`src/rtl/phy_tx_ctrl.sv`:
```
// PHY transmit controller: brings the link up with a burst of training words,
// then arbitrates two packet requesters onto a single registered word stream,
// keeping packets contiguous and alternating requesters packet by packet.
module phy_tx_ctrl #(
    parameter int          TS_COUNT  = 16,
    parameter logic [31:0] TS_WORD   = 32'hBCBC4A4A,
    parameter logic [31:0] IDLE_WORD = 32'h7C7C7C7C
) (
    input  logic        clk_2f,
    input  logic        reset,
    input  logic        enable,
    input  logic [31:0] req0_data,
    input  logic        req0_valid,
    input  logic        req0_last,
    output logic        req0_ready,
    input  logic [31:0] req1_data,
    input  logic        req1_valid,
    input  logic        req1_last,
    output logic        req1_ready,
    output logic [31:0] data_out,
    output logic        valid_out,
    output logic        link_up
);

    typedef enum logic [1:0] {
        DISABLED = 2'd0,
        TRAIN    = 2'd1,
        ACTIVE   = 2'd2
    } state_t;

    // Index of the final training word; the counter runs 0..TS_LAST.
    localparam logic [7:0] TS_LAST = 8'(TS_COUNT - 1);

    state_t      state_q, state_d;
    logic [7:0]  cnt_q, cnt_d;
    logic        lock_q, lock_d;       // a multi-word packet is in flight
    logic        owner_q, owner_d;     // requester that owns the lock
    logic        ptr_q, ptr_d;         // round-robin preference when both valid
    logic [31:0] data_out_q, data_out_d;
    logic        valid_out_q, valid_out_d;
    logic        link_up_q, link_up_d;

    logic        rdy0, rdy1;
    logic        xfer;
    logic        xfer_idx;
    logic [31:0] xfer_data;
    logic        xfer_last;

    // Ready generation: the lock owner keeps ready exclusively; otherwise a new
    // packet may start only while enable is high, so a disable drains cleanly.
    always_comb begin
        rdy0 = 1'b0;
        rdy1 = 1'b0;
        if (state_q == ACTIVE && !reset) begin
            if (lock_q) begin
                if (owner_q) rdy1 = 1'b1;
                else         rdy0 = 1'b1;
            end else if (enable) begin
                if (req0_valid && req1_valid) begin
                    if (ptr_q) rdy1 = 1'b1;
                    else       rdy0 = 1'b1;
                end else if (req0_valid) begin
                    rdy0 = 1'b1;
                end else if (req1_valid) begin
                    rdy1 = 1'b1;
                end
            end
        end
    end

    assign req0_ready = rdy0;
    assign req1_ready = rdy1;

    // Select the word that actually transfers this cycle (at most one).
    always_comb begin
        xfer      = (rdy0 && req0_valid) || (rdy1 && req1_valid);
        xfer_idx  = rdy1;
        xfer_data = rdy1 ? req1_data : req0_data;
        xfer_last = rdy1 ? req1_last : req0_last;
    end

    // Next-state, lock/pointer bookkeeping and the next registered output word.
    always_comb begin
        state_d     = state_q;
        cnt_d       = cnt_q;
        lock_d      = lock_q;
        owner_d     = owner_q;
        ptr_d       = ptr_q;
        data_out_d  = 32'h0;
        valid_out_d = 1'b0;

        case (state_q)
            DISABLED: begin
                if (enable) begin
                    state_d = TRAIN;
                    cnt_d   = 8'd0;
                end
            end
            TRAIN: begin
                if (!enable) begin
                    state_d = DISABLED;
                    cnt_d   = 8'd0;
                end else begin
                    data_out_d  = TS_WORD;
                    valid_out_d = 1'b1;
                    cnt_d       = cnt_q + 8'd1;
                    if (cnt_q == TS_LAST) begin
                        state_d = ACTIVE;
                        cnt_d   = 8'd0;
                    end
                end
            end
            ACTIVE: begin
                data_out_d  = IDLE_WORD;
                valid_out_d = 1'b1;
                if (xfer) begin
                    data_out_d = xfer_data;
                    if (xfer_last) begin
                        lock_d = 1'b0;
                        ptr_d  = ~xfer_idx;
                    end else begin
                        lock_d  = 1'b1;
                        owner_d = xfer_idx;
                    end
                end
                // Leave only once no packet is owned; an unlocked exit with no
                // final word to send goes quiet immediately.
                if (!enable) begin
                    if (!lock_q) begin
                        state_d     = DISABLED;
                        data_out_d  = 32'h0;
                        valid_out_d = 1'b0;
                    end else if (xfer && xfer_last) begin
                        state_d = DISABLED;
                    end
                end
            end
            default: begin
                state_d = DISABLED;
            end
        endcase

        link_up_d = (state_d == ACTIVE);
    end

    // State and output registers with synchronous reset overriding everything.
    always_ff @(posedge clk_2f) begin
        if (reset) begin
            state_q     <= DISABLED;
            cnt_q       <= 8'd0;
            lock_q      <= 1'b0;
            owner_q     <= 1'b0;
            ptr_q       <= 1'b0;
            data_out_q  <= 32'h0;
            valid_out_q <= 1'b0;
            link_up_q   <= 1'b0;
        end else begin
            state_q     <= state_d;
            cnt_q       <= cnt_d;
            lock_q      <= lock_d;
            owner_q     <= owner_d;
            ptr_q       <= ptr_d;
            data_out_q  <= data_out_d;
            valid_out_q <= valid_out_d;
            link_up_q   <= link_up_d;
        end
    end

    assign data_out  = data_out_q;
    assign valid_out = valid_out_q;
    assign link_up   = link_up_q;

endmodule

```
`config.mk`:
```
export PLATFORM = sky130hd
export DESIGN_NAME = phy_tx_ctrl
export DESIGN_NICKNAME = d
export VERILOG_FILES = /design/src/rtl/phy_tx_ctrl.sv
export SDC_FILE = /design/constraint.sdc
export NUM_CORES = 1
export LEC_CHECK = 0
export ABC_AREA = 1
export CAP_MARGIN = 10
export CORE_UTILIZATION = 39
export DETAILED_ROUTE_END_ITERATION = 10
export PLACE_DENSITY = 0.76
export SLEW_MARGIN = 20
export SYNTH_ARGS = -nofsm -noshare
export SYNTH_HDL_FRONTEND = slang
export SYNTH_SLANG_ARGS = --single-unit
```
`constraint.sdc`:
```
create_clock -name clk_2f -period 1.76 [get_ports clk_2f]
set_input_delay 0.352 -clock clk_2f [delete_from_list [all_inputs] [get_ports clk_2f]]
set_output_delay 0.352 -clock clk_2f [all_outputs]
set_load 0.02 [all_outputs]
```
==> results of run 1 <==
==> Yosys cell counts, drive strengths merged <==
library cell and n:
dfxtp 47, a31oi 19, and3 1, nor2 29, ha 5, a211oi 3, nand3 8, inv 23
nand2 90, xor2 2, o221ai 1, a21oi 17, a32oi 1, nor3 1, a311oi 1, clkbuf 4
o31ai 4, o21ai 8, nand4 1, a21boi 2, buf 7
==> final cells by class <==
class	instances	area, um2
clock buffers	7	96.3
clock inverters	1	7.51
fillers	418	1590
inverters	23	86.3
multi-input cells	193	996
flip-flops and latches	47	942
well taps	70	87.6
repair buffers	131	1270
==> registers in the layout, indices dropped and copies added (netlist names) <==
| name | count |
|---|---|
| valid_out | 1 |
| data_out | 32 |
| cnt_q | 8 |
| lock_q | 1 |
| link_up | 1 |
| owner_q | 1 |
| ptr_q | 1 |
| state_q | 2 |
==> layer usage <==
metal	wire length [um]	vias up	part of all wire (%)
li1	-	1150	-
met1	2550	1033	40
met2	3190	78	50
met3	399	19	6.3
met4	201	0	3.2
met5	0	-	0
==> repair_timing <==
action | in CTS | in global routing
gates resized for setup | 13 | 13
gates cloned | 0 | 1
setup endpoints to repair | 21 | 34
setup buffers | 0 | 0
hold buffers | 0 | 0
pin swaps | 1 | 5
==> logic make-up after synthesis <==
group | count (synthesis) | share of synthesized area [%]
compound gates | 56 | 17.1
flops | 47 | 45.9
simple gates | 130 | 25.7
xor+xnor | 2 | 0.854
fa+ha+maj | 5 | 3.05
buf+inv | 34 | 7.38
==> final timing paths <==
kind | endpoint
min reg2reg | cnt_q[7]
max | req0_ready
min | cnt_q[7]
max reg2reg | cnt_q[7]
==> through the flow <==
| stage | std cells | power [W] | instance area, um2 |
|---|---|---|---|
| 3_3_place_gp | 463 | 0.00139 | 3330 |
| 5_1_grt | 472 | 0.00217 | 3490 |
| 6_report | 472 | 0.00209 | 3490 |
| 2_1_floorplan | 274 | 0.00118 | 2050 |
| 3_5_place_dp | 463 | 0.00139 | 3330 |
| 4_1_cts | 471 | 0.00210 | 3430 |
==> power breakdown <==
group | total [W] | switching (W) | internal (W) | leakage (nW)
combinational | 0.000294 | 0.000100 | 0.000193 | 1.06
sequential | 0.00108 | 0.00000436 | 0.00107 | 0.379
clock | 0.000718 | 0.000361 | 0.000357 | 0.0505
total | 0.00209 | 0.000465 | 0.00162 | 1.49
==> worst register-to-register path, cell delays in order, from the launching register on <==
cell and delay (ns):
dfxtp_1 0.34, inv_1 0.11, ha_1 0.17, nand2_1 0.07
buf_4 0.15, nor2_1 0.13, buf_4 0.15, a21boi_0 0.18
o21ai_0 0.11, a21oi_1 0.12
==> impl_metrics.prom, run 1 <==
# TYPE chip_impl_metric gauge
chip_impl_info{name="worst_setup_path_startpoint",value="state_q[0]"} 1
chip_impl_metric{name="initial_core_util",unit="%"} 40.4
chip_impl_metric{name="synth_cell_types",unit=""} 29
chip_impl_metric{name="grt.overflow.total",unit=""} 0
chip_impl_metric{name="vdd_drop_max",unit="mV"} 0.373
chip_impl_metric{name="reg2reg_setup_slack",unit="ns"} 0.16
chip_impl_metric{name="powerDensity",unit="nW/um2"} 599
chip_impl_metric{name="use_met2",unit="%"} 40.0
chip_impl_metric{name="largest_net_degree_at_the_start_of_global_routing",unit=""} 33
chip_impl_info{name="tritoncts",value="yes"} 1
chip_impl_metric{name="dp_hpwl",unit="um"} 4630
chip_impl_metric{name="worstPathMaxFanout",unit=""} 3
chip_impl_info{name="final_common_cell",value="clkdlybuf4s50_1"} 1
chip_impl_metric{name="routed_wire_length_per_instance",unit="um"} 13.4
chip_impl_metric{name="syn-num-nets",unit=""} 350
chip_impl_metric{name="hold_slack",unit="ns"} 0.487
chip_impl_metric{name="clock_sinks",unit=""} 47
chip_impl_metric{name="final_hold_viol_count",unit=""} 0
chip_impl_metric{name="post-route-drc-count",unit=""} 0
chip_impl_metric{name="postSynthAreaPerCell",unit="um2"} 7.48
chip_impl_metric{name="period_share",unit="%"} 95.0
chip_impl_metric{name="coreArea",unit="um2"} 5070
chip_impl_metric{name="cell_depth_of_the_worst_hold_path",unit=""} 2
chip_impl_metric{name="post_route_cells_drive_above_1_share",unit="%"} 13.7
chip_impl_metric{name="antenna_violating_nets_post_route",unit=""} 0
chip_impl_info{name="worst_setup_path_end_kind",value="output pin"} 1
chip_impl_metric{name="globalRouteMet1Util",unit="%"} 24.9
chip_impl_info{name="cpLargestDelayFamily",value="flip-flops"} 1
chip_impl_metric{name="overall_routing_resource_usage",unit="%"} 22.5
chip_impl_metric{name="skew_pair_late_insertion_delay",unit="ns"} 0.30
chip_impl_info{name="holdCritStartpoint",value="cnt_q[7]"} 1
chip_impl_metric{name="worst_pin_slew",unit="ns"} 0.337
chip_impl_metric{name="numCtsBuffers",unit=""} 5
chip_impl_metric{name="fp.dieArea",unit="um2"} 5550
chip_impl_metric{name="cellLeakagePower",unit="nW"} 1.49
chip_impl_info{name="crit_path_cell_trace",value="inv_1, ha_2, nand2_2, nor2_2, and3_1, buf_4"} 1
chip_impl_metric{name="globalRouteMet3Util",unit="%"} 5.96
chip_impl_metric{name="max_slew_margin",unit="%"} 77.5
chip_impl_metric{name="place_congestion",unit=""} 0.860
chip_impl_metric{name="timing.critical_path.arrival",unit="ns"} 1.32
chip_impl_metric{name="critical_path_depth",unit=""} 6
chip_impl_metric{name="layout_setup_ws",unit="ns"} 0.0874
chip_impl_metric{name="ys_warn_count",unit=""} 0
chip_impl_metric{name="setup_viol_count_final",unit=""} 0
chip_impl_metric{name="final_max_slew_viol_count",unit=""} 0
chip_impl_metric{name="drt_wl_total",unit="um"} 6340
chip_impl_metric{name="cp.buffers_inverters",unit=""} 2
chip_impl_metric{name="htreeDepth",unit=""} 2
chip_impl_metric{name="dp_worst_setup_slack",unit="ns"} -0.533
chip_impl_info{name="clock_tree.root_cell",value="clkbuf_8"} 1
chip_impl_metric{name="antenna_found_initial",unit=""} 0
chip_impl_metric{name="clk_transition_reported_paths",unit="ns"} 0.08
chip_impl_info{name="globalRoute.busiestLayer",value="met2"} 1
chip_impl_info{name="launch_instance_of_the_worst_register_to_register_path",value="state_q[1]"} 1
chip_impl_metric{name="finalNetCount",unit=""} 477
chip_impl_info{name="synth.top_cells.by_area",value="dfxtp_1 (46%), nand2_1 (16%), a31oi_1 (5.8%)"} 1
chip_impl_metric{name="dr.first_iter.drc_count",unit=""} 104
chip_impl_metric{name="grt_pass1_vias",unit=""} 2152
chip_impl_metric{name="die_x",unit="um"} 74.5
chip_impl_metric{name="postSynthRegisterBits",unit=""} 47
chip_impl_metric{name="synth_seq_area_share",unit="%"} 45.9
chip_impl_metric{name="setup_total_negative_slack",unit="ns"} 0
chip_impl_metric{name="max_capacitance_violation_total",unit=""} 0
chip_impl_metric{name="count_of_input_and_output_buffers",unit=""} 106
chip_impl_info{name="hold_path.class",value="reg -> reg"} 1
chip_impl_metric{name="reg2reg_depth",unit=""} 9
chip_impl_info{name="crit_type",value="reg -> out"} 1
chip_impl_metric{name="via_per_inst",unit=""} 4.83
chip_impl_info{name="worst_setup_sp_type",value="register"} 1
chip_impl_info{name="critical-path-slowest-cell",value="dfxtp_2"} 1
chip_impl_metric{name="synthDominantCellAreaShare",unit="%"} 45.9
chip_impl_metric{name="layout_min_cycle_time",unit="ns"} 1.67
chip_impl_metric{name="timing.critical_path.slowest_cell_delay",unit="ns"} 0.32
chip_impl_metric{name="syn2layout_area_growth",unit="%"} 70.1
chip_impl_metric{name="chipHeight",unit="um"} 74.5
chip_impl_metric{name="max_freq",unit="MHz"} 598
chip_impl_metric{name="synthesis.instances",unit=""} 274
chip_impl_metric{name="mappedNetlistArea",unit="um2"} 2050
chip_impl_info{name="status",value="completed"} 1
chip_impl_info{name="layout_common_cells",value="clkdlybuf4s50_1 (102), nand2_1 (85), dfxtp_1 (46)"} 1
chip_impl_metric{name="grt_first_pass_wirelength",unit="um"} 9530
chip_impl_info{name="post-synth-top-area-cell",value="dfxtp_1"} 1
chip_impl_metric{name="drt_pass1_iterations",unit=""} 4
chip_impl_metric{name="total_via_count_after_detailed_routing",unit=""} 2280
chip_impl_metric{name="worst_clock_skew",unit="ns"} 0.00777
chip_impl_metric{name="boundaryPins",unit=""} 107
chip_impl_metric{name="num_rows",unit=""} 26
chip_impl_metric{name="n_antenna_cell",unit=""} 0
chip_impl_metric{name="worst_ep_required_time",unit="ns"} 1.41
chip_impl_metric{name="fin_util",unit="%"} 68.7
chip_impl_metric{name="max-clock-path-buffers",unit=""} 2
No activity file was read; power rests on OpenSTA's default activity.
==> inputs of run 2 (changes only) <==
--- a/config.mk
+++ b/config.mk
@@ -6,8 +6,9 @@
 export NUM_CORES = 1
 export LEC_CHECK = 0
 export ABC_AREA = 1
-export CAP_MARGIN = 10
+export CAP_MARGIN = 40
 export CORE_UTILIZATION = 39
+export CTS_CLUSTER_SIZE = 14
 export DETAILED_ROUTE_END_ITERATION = 10
 export PLACE_DENSITY = 0.76
 export SLEW_MARGIN = 20
==> run 2 against run 1 <==
Sequential power about the same. Sequential share of layout area barely moved. Fmax is essentially flat. Power fell by 0.36%. Cell count rose by 0.21%. Final area about the same. Combinational power is essentially flat. Count of clock-buffer cells in the layout unchanged. Largest power group unchanged.
==> impl_metrics.prom, run 2 (synthesis results as in run 1) <==
# TYPE chip_impl_metric gauge
chip_impl_info{name="worst_setup_sp_type",value="input port"} 1
chip_impl_info{name="final_common_cell",value="clkdlybuf4s50_1"} 1
chip_impl_metric{name="dr.first_iter.drc_count",unit=""} 78
chip_impl_metric{name="via_per_inst",unit=""} 4.80
chip_impl_metric{name="report.power.total",unit="W"} 0.00208
chip_impl_metric{name="max-clock-path-buffers",unit=""} 2
chip_impl_metric{name="seq_power_share",unit="%"} 51.8
chip_impl_info{name="worst_setup_path_end_kind",value="output pin"} 1
chip_impl_metric{name="placedCellCount",unit=""} 464
chip_impl_metric{name="reg2reg_depth",unit=""} 8
chip_impl_metric{name="total_via_count_after_detailed_routing",unit=""} 2270
chip_impl_metric{name="layout_min_cycle_time",unit="ns"} 1.67
chip_impl_metric{name="finalNetCount",unit=""} 478
chip_impl_metric{name="clock_sinks",unit=""} 47
chip_impl_metric{name="clock_power_share",unit="%"} 34.2
chip_impl_metric{name="intPower",unit="W"} 0.00162
chip_impl_info{name="layout_common_cells",value="clkdlybuf4s50_1 (102), nand2_1 (85), dfxtp_1 (45)"} 1
chip_impl_metric{name="timing.critical_path.arrival",unit="ns"} 1.32
chip_impl_metric{name="largest_net_degree_at_the_start_of_global_routing",unit=""} 33
chip_impl_metric{name="cell_depth_of_the_worst_hold_path",unit=""} 2
chip_impl_metric{name="post-route-drc-count",unit=""} 0
chip_impl_metric{name="worst_pin_slew",unit="ns"} 0.334
chip_impl_info{name="setup_repair_after_global_routing_missed_its_margin",value="no"} 1
chip_impl_metric{name="clk_transition_reported_paths",unit="ns"} 0.08
chip_impl_metric{name="boundaryPins",unit=""} 107
chip_impl_info{name="clock_tree.root_cell",value="clkbuf_8"} 1
chip_impl_metric{name="antenna_violating_nets_post_route",unit=""} 0
chip_impl_metric{name="syn2layout_area_growth",unit="%"} 70.2
chip_impl_metric{name="place_congestion",unit=""} 0.860
chip_impl_metric{name="n_antenna_cell",unit=""} 0
chip_impl_metric{name="initial_core_util",unit="%"} 40.4
chip_impl_metric{name="drt_wl_total",unit="um"} 6300
chip_impl_metric{name="die_x",unit="um"} 74.5
chip_impl_metric{name="vdd_drop_max",unit="mV"} 0.321
chip_impl_metric{name="largest_reg_flops",unit=""} 32
chip_impl_metric{name="period_share",unit="%"} 95.0
chip_impl_metric{name="final_cell_count_no_fill",unit=""} 473
chip_impl_metric{name="grt.overflow.total",unit=""} 0
chip_impl_metric{name="switching_share",unit="%"} 22.0
chip_impl_metric{name="combPwrFrac",unit="%"} 14.1
chip_impl_metric{name="max_slew_margin",unit="%"} 77.7
chip_impl_info{name="launch_instance_of_the_worst_register_to_register_path",value="state_q[0]"} 1
chip_impl_metric{name="drt_pass1_iterations",unit=""} 4
chip_impl_metric{name="count_of_input_and_output_buffers",unit=""} 106
chip_impl_metric{name="max_capacitance_violation_total",unit=""} 0
chip_impl_metric{name="overall_routing_resource_usage",unit="%"} 22.5
chip_impl_metric{name="worst_clock_skew",unit="ns"} 0.00574
chip_impl_metric{name="post-route-cell-area",unit="um2"} 3490
chip_impl_metric{name="chipHeight",unit="um"} 74.5
chip_impl_info{name="crit-reg2reg-capture",value="data_out[3]"} 1
chip_impl_metric{name="area_used_by_multi_input_combinational_logic",unit="um2"} 983
chip_impl_metric{name="worstPathMaxFanout",unit=""} 3
chip_impl_info{name="status",value="completed"} 1
chip_impl_metric{name="routed_wire_length_per_instance",unit="um"} 13.3
chip_impl_metric{name="final_hold_viol_count",unit=""} 0
chip_impl_metric{name="power.net_switching",unit="W"} 0.000458
chip_impl_info{name="crit_type",value="in -> out"} 1
chip_impl_metric{name="seq_area",unit="um2"} 943
chip_impl_info{name="tritoncts",value="yes"} 1
chip_impl_info{name="worst_hold_path.endpoint",value="cnt_q[7]"} 1
chip_impl_metric{name="skew_pair_late_insertion_delay",unit="ns"} 0.30
chip_impl_metric{name="num_rows",unit=""} 26
chip_impl_metric{name="coreArea",unit="um2"} 5070
chip_impl_metric{name="final_max_slew_viol_count",unit=""} 0
chip_impl_metric{name="grt_pass1_vias",unit=""} 2095
chip_impl_metric{name="setup_viol_count_final",unit=""} 0
chip_impl_metric{name="dp_hpwl",unit="um"} 4640
chip_impl_info{name="holdCritStartpoint",value="cnt_q[7]"} 1
chip_impl_metric{name="antenna_found_initial",unit=""} 0
chip_impl_metric{name="detailed_place.area",unit="um2"} 3330
chip_impl_info{name="hold_path.class",value="reg -> reg"} 1
chip_impl_metric{name="fp.dieArea",unit="um2"} 5550
chip_impl_metric{name="numCtsBuffers",unit=""} 5
chip_impl_metric{name="worst_ep_required_time",unit="ns"} 1.41
chip_impl_metric{name="max_freq",unit="MHz"} 598
chip_impl_metric{name="grt_first_pass_wirelength",unit="um"} 9460
chip_impl_metric{name="postCtsSetupBuffers",unit=""} 0
chip_impl_info{name="worst_setup_path_startpoint",value="reset"} 1
chip_impl_metric{name="reg2reg_setup_slack",unit="ns"} 0.16
chip_impl_metric{name="cellLeakagePower",unit="nW"} 1.49
chip_impl_metric{name="post_route_cells_drive_above_1_share",unit="%"} 13.6
chip_impl_metric{name="fill_cells",unit=""} 416
chip_impl_metric{name="htreeDepth",unit=""} 2
chip_impl_metric{name="powerDensity",unit="nW/um2"} 596
-- run 2: power by group through the flow --
stage	registers (W)	clock network [W]	logic, W
2_1_floorplan	0.00111	0	0.0000671
3_3_place_gp	0.00110	0	0.000284
3_5_place_dp	0.00110	0	0.000288
4_1_cts	0.00108	0.000734	0.000290
5_1_grt	0.00108	0.000781	0.000314
6_report	0.00108	0.000711	0.000293
-- run 2: metal layers --
layer  global-route usage [%]  up-vias  wire [um]
li1                         -     1154          -
met1                     26.5     1046       2740
met2                     38.9       61       3160
met3                     5.96        9        287
met4                     8.81        0        119
met5                        0        -          0
-- run 2: layout make-up --
class	instances	area share (%)
timing repair buffer	132	36.8
multi-input combinational	193	28.2
sequential	47	27.0
clock buffer	7	2.76
tap	70	2.51
inverter	23	2.47
clock inverter	1	0.215
-- run 2: how the worst max path moves through the flow --
stage / endpoint / slack [ns]
finish: req0_ready / 0.09
global route: link_up / 0.001
CTS: req0_ready / 0.0008
detailed placement: req1_ready / -0.55
global placement: req1_ready / -0.52
floorplan: data_out[23] / 0.19
-- run 2: through the flow --
| stage | util (%) | hold slack [ns] | setup WS (ns) | setup TNS [ns] |
|---|---|---|---|---|
| 5_1_grt | 68.8 | 0.534 | 0.00110 | 0 |
| 3_5_place_dp | 65.7 | 0.480 | -0.545 | -13.76 |
| 3_3_place_gp | 65.6 | 0.471 | -0.515 | -12.84 |
| 2_1_floorplan | - | 0.458 | 0.190 | 0 |
| 6_report | 68.8 | 0.487 | 0.0886 | 0 |
| 4_1_cts | 67.7 | 0.494 | 0.000761 | 0 |
-- run 2: critical path: stages --
cell             delay [ns]
clkdlybuf4s50_1        0.42
inv_1                  0.10
nand2_2                0.08
nor2_2                 0.09
and3_1                 0.16
buf_6                  0.12
-- run 2: timing repair --
item | 4_1_cts | 5_1_grt
resized for setup | 13 | 12
setup endpoints to repair | 22 | 30
pin swaps | 1 | 6
gates cloned | 0 | 1
hold buffers | 0 | 0
==> RTL change 1, RTL diff (config.mk and constraints of run 2) <==
Make the reset (`reset`) asynchronous in one clocked block. Comments in the files are not updated.
--- a/src/rtl/phy_tx_ctrl.sv
+++ b/src/rtl/phy_tx_ctrl.sv
@@ -145,5 +145,5 @@
 
     // State and output registers with synchronous reset overriding everything.
-    always_ff @(posedge clk_2f) begin
+    always_ff @(posedge clk_2f or posedge reset) begin
         if (reset) begin
             state_q     <= DISABLED;
Function: differs if reset is asserted again (counterexample within 4 cycles, from zero or initial values and one cycle with reset high); with reset held inactive, the same outputs for 10 cycles.
==> RTL change 1 against run 2 <==
The run now ends with setup timing left. Wire length is 0.97% higher. Via count is 2.2% higher. Worst setup slack worse by 0.14 ns. Final cell count shrank 0.42%. Fmax fell by 7.8%. Synthesized area is 11% higher. Count of clock-buffer cells in the layout shrank 1. Sequential cell count is the same. Final area grew 11%. Critical endpoint unchanged.
Power is not compared: it rests on default switching activity, and its combinational part moved more than twofold at a synthesized area within 25%.
==> RTL change 1: results (changes against run 2) <==
- Result of the run: complete, but fails checks
- Launch instance of the worst register-to-register path: state_q[0]$_DFF_PP0_
- Fill cell total of the finished layout: 447 (+7.5%)
- Starting DRT DRC Count: 165 (+110%)
- Synth cell count leaders: nand2_1 (68), dfrtp_1 (47), a21oi_1 (26), inv_1 (26), a31oi_1 (20)
- Share of synthesized registers carrying an async set or reset: 100% (+100 points)
- Overall fraction of global-route tracks in use: 21.5% (-1.1 points)
- Capturing point of the worst reg2reg path: data_out[26]$_DFF_PP0_
- Arrival time reported for the critical path endpoint: 1.46 ns (+0.14 ns)
- Pin count of the biggest net entering global routing: 37 (+12%)
- Cell with the largest stage delay on the worst path: dfrtp_1
- Endpoints failing setup: 1 (+1)
- Routed metal-1 wire length: 2530 um (-7.6%)
- Met1 capacity usage during global routing: 25.3% (-1.2 points)
- GR Util met2: 36.9% (-2.0 points)
- Detail Route met3 WL: 438 um (+53%)
- Violated checks: setup timing
- Quantity of gates resized following cts: 18 (+5)
- GR Layer Usage met3: 5.35% (-0.61 points)
- Stage delay of the slowest cell on the critical path: 0.39 ns (-0.03 ns)
- Dpl cell area: 3600 um^2 (+8.0%)
- Sequential area share after synthesis: 51.8% (+5.9 points)
- Met2 wirelength from detailed routing: 3300 um (+4.6%)
- Maximum fanout encountered on the critical timing path: 2 (-1)
- Number of global-route vias before repair: 2,267 (+8.2%)
- Max transition margin: 75.0% (-2.7 points)
- Ranking of synthesized cells by area: dfrtp_1 (52%), nand2_1 (11%), a21oi_1 (5.7%)
- Top flip-flop cell by instance count after synthesis: dfrtp_1
- Placed wire-length estimate after detailed placement: 4490 um (-3.2%)
- Hold slack final: 0.497 ns (+0.00984 ns)
- Minimum setup slack among reg-to-reg paths: 0.08 ns (-0.08 ns)
- Inst Count DP: 459 (-1.1%)
- Fraction of final layout cells with drive strength greater than 1: 17.5% (+3.9 points)
- Worst Clk Skew: 0.00517 ns (-0.000567 ns)
- Depth of the worst register-to-register path: 10 (+2)
- PnR worst setup slack: -0.0530 ns (-0.142 ns)
- Average wire per standard cell: 13.5 um (+1.4%)
- Syn avg cell area: 8.64 um^2 (+15%)
- First-pass GRT wire length: 10,100 um (+6.9%)
- Nets: 474 (-0.84%)
- Post-route setup TNS: -0.0530 ns (-0.0530 ns)
[RTL change 1: cell count changes after synthesis, sizes merged, moves of 3 or more]
| cell | delta |
|---|---|
| nand2 | -17 |
| nor2 | -10 |
| a21oi | +9 |
| dfrtp | +47 |
| inv | +5 |
| o22ai | +3 |
| dfxtp | -47 |
| a211oi | -3 |
[RTL change 1: worst min-delay path, stage by stage, from the launching register on]
cell and delay (ns):
dfrtp_1 0.36, nand2_1 0.05, o21ai_0 0.06
[RTL change 1: area by class of cell]
| type | instances | area (um^2) | share of cell area [%] |
|---|---|---|---|
| clock inverter | 2 | 12.5 | 0.322 |
| sequential | 47 | 1180 | 30.3 |
| timing repair buffer | 139 | 1390 | 35.8 |
| clock buffer | 6 | 72.6 | 1.87 |
| inverter | 28 | 108 | 2.77 |
| tap | 72 | 90.1 | 2.32 |
| multi-input combinational | 177 | 1030 | 26.7 |
[RTL change 1: cells by family after synthesis]
kind of cell	count (synthesis)	share of synthesized area (%)
xor+xnor	2	0.771
flops	47	51.8
fa+ha+maj	5	2.75
buf+inv	39	7.49
simple gates	105	20.3
compound gates	64	16.5
mux	1	0.441
[RTL change 1: worst min path at each step]
stage,from,to,cells past startpoint
final,owner_q$_DFFE_PP0P_,owner_q$_DFFE_PP0P_,2
after global routing,reset,data_out[2]$_DFF_PP0_,3
after CTS,owner_q$_DFFE_PP0P_,owner_q$_DFFE_PP0P_,2
after detailed placement,owner_q$_DFFE_PP0P_,owner_q$_DFFE_PP0P_,2
after global placement,owner_q$_DFFE_PP0P_,owner_q$_DFFE_PP0P_,2
after floorplan,owner_q$_DFFE_PP0P_,owner_q$_DFFE_PP0P_,2
==> RTL change 2, RTL diff (settings of run 2) <==
Made on the original files. `TS_WORD`: 32'hBCBC4A4A -> 32'h8D8D37B7.
--- a/src/rtl/phy_tx_ctrl.sv
+++ b/src/rtl/phy_tx_ctrl.sv
@@ -4,5 +4,5 @@
 module phy_tx_ctrl #(
     parameter int          TS_COUNT  = 16,
-    parameter logic [31:0] TS_WORD   = 32'hBCBC4A4A,
+    parameter logic [31:0] TS_WORD   = 32'h8D8D37B7,
     parameter logic [31:0] IDLE_WORD = 32'h7C7C7C7C
 ) (
Check against the original RTL: not equivalent (a bounded check fails within 4 cycles, from zero or initial values and one cycle with reset high).
==> RTL change 2 against run 2 <==
Die area increased by 1.5%. Worst setup slack got worse by 0.027 ns. Final area increased by 1.6%. Sequential power about the same. Largest power group unchanged. Sequential cell count unchanged. Synthesized area increased by 1.6%. Sequential share of layout area decreased by 0.46 points. Wire length increased by 6.4%. Critical path depth unchanged. Power increased by 0.24%. Highest routed layer unchanged.
==> RTL change 2: results (changes against run 2) <==
- Result of the run: finished clean
- Starting DRT DRC Count: 121 (+55%)
- Largest voltage drop on the vdd net: 0.000325 V (+1.2%)
- Fill cell total of the finished layout: 436 (+4.8%)
- Placer Congestion: 0.887 (+3.1%)
- Number of diodes: 0 (unchanged)
- Data buffer area share: 37.3% (+0.47 points)
- Worst min path class: reg -> reg
- Count of buffers not belonging to the clock network in the layout: 134 (+1.5%)
- Die area: 5640 um^2 (+1.5%)
- Nets: 479 (+0.21%)
- Count of input and output buffers: 106 (unchanged)
- Fraction of area in multi-input gates: 28.2% (about the same)
- Number of global-route vias before repair: 2,092 (-0.14%)
- Final Routed Wirelength: 6710 um (+6.4%)
- Maximum fanout encountered on the critical timing path: 2 (-1)
- Antenna violations before repair: 0 (unchanged)
- Seq power: 1.08 mW (about the same)
- Top flip-flop cell by instance count after synthesis: dfxtp_1
- Power density over the cells: 588 nW/um^2 (-1.3%)
- Number of CTS-inserted buffers: 5 (unchanged)
- Total DRC errors in the routed layout: 0 (unchanged)
- Cell with the largest stage delay on the worst path: dfxtp_2
- Placed wire-length estimate after detailed placement: 4900 um (+5.6%)
- Internal Dissipation: 1.60 mW (-1.7%)
- Inverters, non-clock: 25 (+8.7%)
- Combinational power: 0.305 mW (+4%)
- Kind of cell adding the most delay to the critical path: simple AND/OR/NAND/NOR gates
- Number of iterations in the first detailed-routing pass: 4 (unchanged)
- Multi-In Gates: 190 (-1.6%)
- Max transition margin: 79.6% (+1.9 points)
- Sequential area share after synthesis: 45.2% (-0.72 points)
- Synth cell count leaders: nand2_1 (71), dfxtp_1 (47), nor2_1 (34)
- Worst-path clk slew: 0.09 ns
- Warnings, synthesis: 0 (unchanged)
- Arrival time reported for the critical path endpoint: 1.35 ns (+0.03 ns)
- Register area: 942 um^2 (-0.13%)
- Reported leakage power: 1.56 nW (+5.1%)
- Fraction of area in clock buffers and inverters: 2.79% (-0.19 points)
- Worst slack, placed: -0.517 ns (+0.0284 ns)
- Clock buffers: 6 (-1)
- Nets in the synthesized netlist: 349 (-0.29%)
- Number of vias after detailed routing: 2,359 (+3.9%)
- Pin count of the biggest net entering global routing: 36 (+9.1%)
- First-pass GRT wire length: 9640 um (+1.9%)
- Fraction of final layout cells with drive strength greater than 1: 15.1% (+1.5 points)
- Stage delay of the slowest cell on the critical path: 0.33 ns (-0.09 ns)
- Clock Root Buffer: clkbuf_8
- Overall fraction of global-route tracks in use: 22.6% (+0.072 points)
- Power consumed by the clock network: 0.703 mW (-1%)
- Share of synthesized registers carrying an async set or reset: 0% (unchanged)
- Worst Clk Skew: 0.00634 ns (+0.000608 ns)
- Ranking of synthesized cells by area: dfxtp_1 (45%), nand2_1 (13%), nor2_1 (6.1%)
- Number of distinct library cell variants in the gate-level netlist after synthesis: 35 (+21%)
- Dpl cell area: 3330 um^2 (unchanged)
RTL change 2: changes by cell type after synthesis, sizes merged, moves of 3 or more:
| cell | change |
|---|---|
| a21oi | -5 |
| buf | +4 |
| clkbuf | -4 |
| nand2 | -14 |
| nand3 | +3 |
| nor2 | +7 |
| o31ai | +5 |
RTL change 2: per-stage QoR:
stage / instances / hold slack [ns]
2_1_floorplan: 273 / 0.454
3_3_place_gp: 462 / 0.466
3_5_place_dp: 462 / 0.487
4_1_cts: 470 / 0.500
5_1_grt: 474 / 0.536
6_report: 474 / 0.497
RTL change 2: path summary, 6_finish.rpt:
check                   startpoint                      to  slack (ns)  cells past startpoint
min          cnt_q[6]$_SDFFE_PP0P_   cnt_q[6]$_SDFFE_PP0P_        0.50                      2
min reg2reg  cnt_q[6]$_SDFFE_PP0P_   cnt_q[6]$_SDFFE_PP0P_        0.50                      2
max          state_q[0]$_SDFF_PP0_              req0_ready        0.06                      6
max reg2reg  state_q[0]$_SDFF_PP0_  data_out[4]$_SDFF_PP0_        0.14                     11
RTL change 2: cell families after synthesis:
family	count (synthesis)	share of synthesized area (%)
compound gates	54	16.6
simple gates	129	26.1
fa+ha+maj	5	3.00
flops	47	45.2
xor+xnor	2	0.841
buf+inv	36	8.29
RTL change 2: what timing repair did:
action / 4_1_cts / 5_1_grt
pin swaps: 0 / 5
buffers inserted: 0 / 3
endpoints found under the setup margin: 9 / 31
hold buffers: 0 / 0
cloned: 0 / 1
resized for setup: 16 / 14
RTL change 2: metal layers:
metal  track usage [%]  part of all wire, %  up-vias
li1                  -                    -     1162
met4              8.18                  2.4        0
met2              38.4                   48       97
met1              27.5                   41     1080
met3              5.89                  8.6       20
met5                 0                    0        -
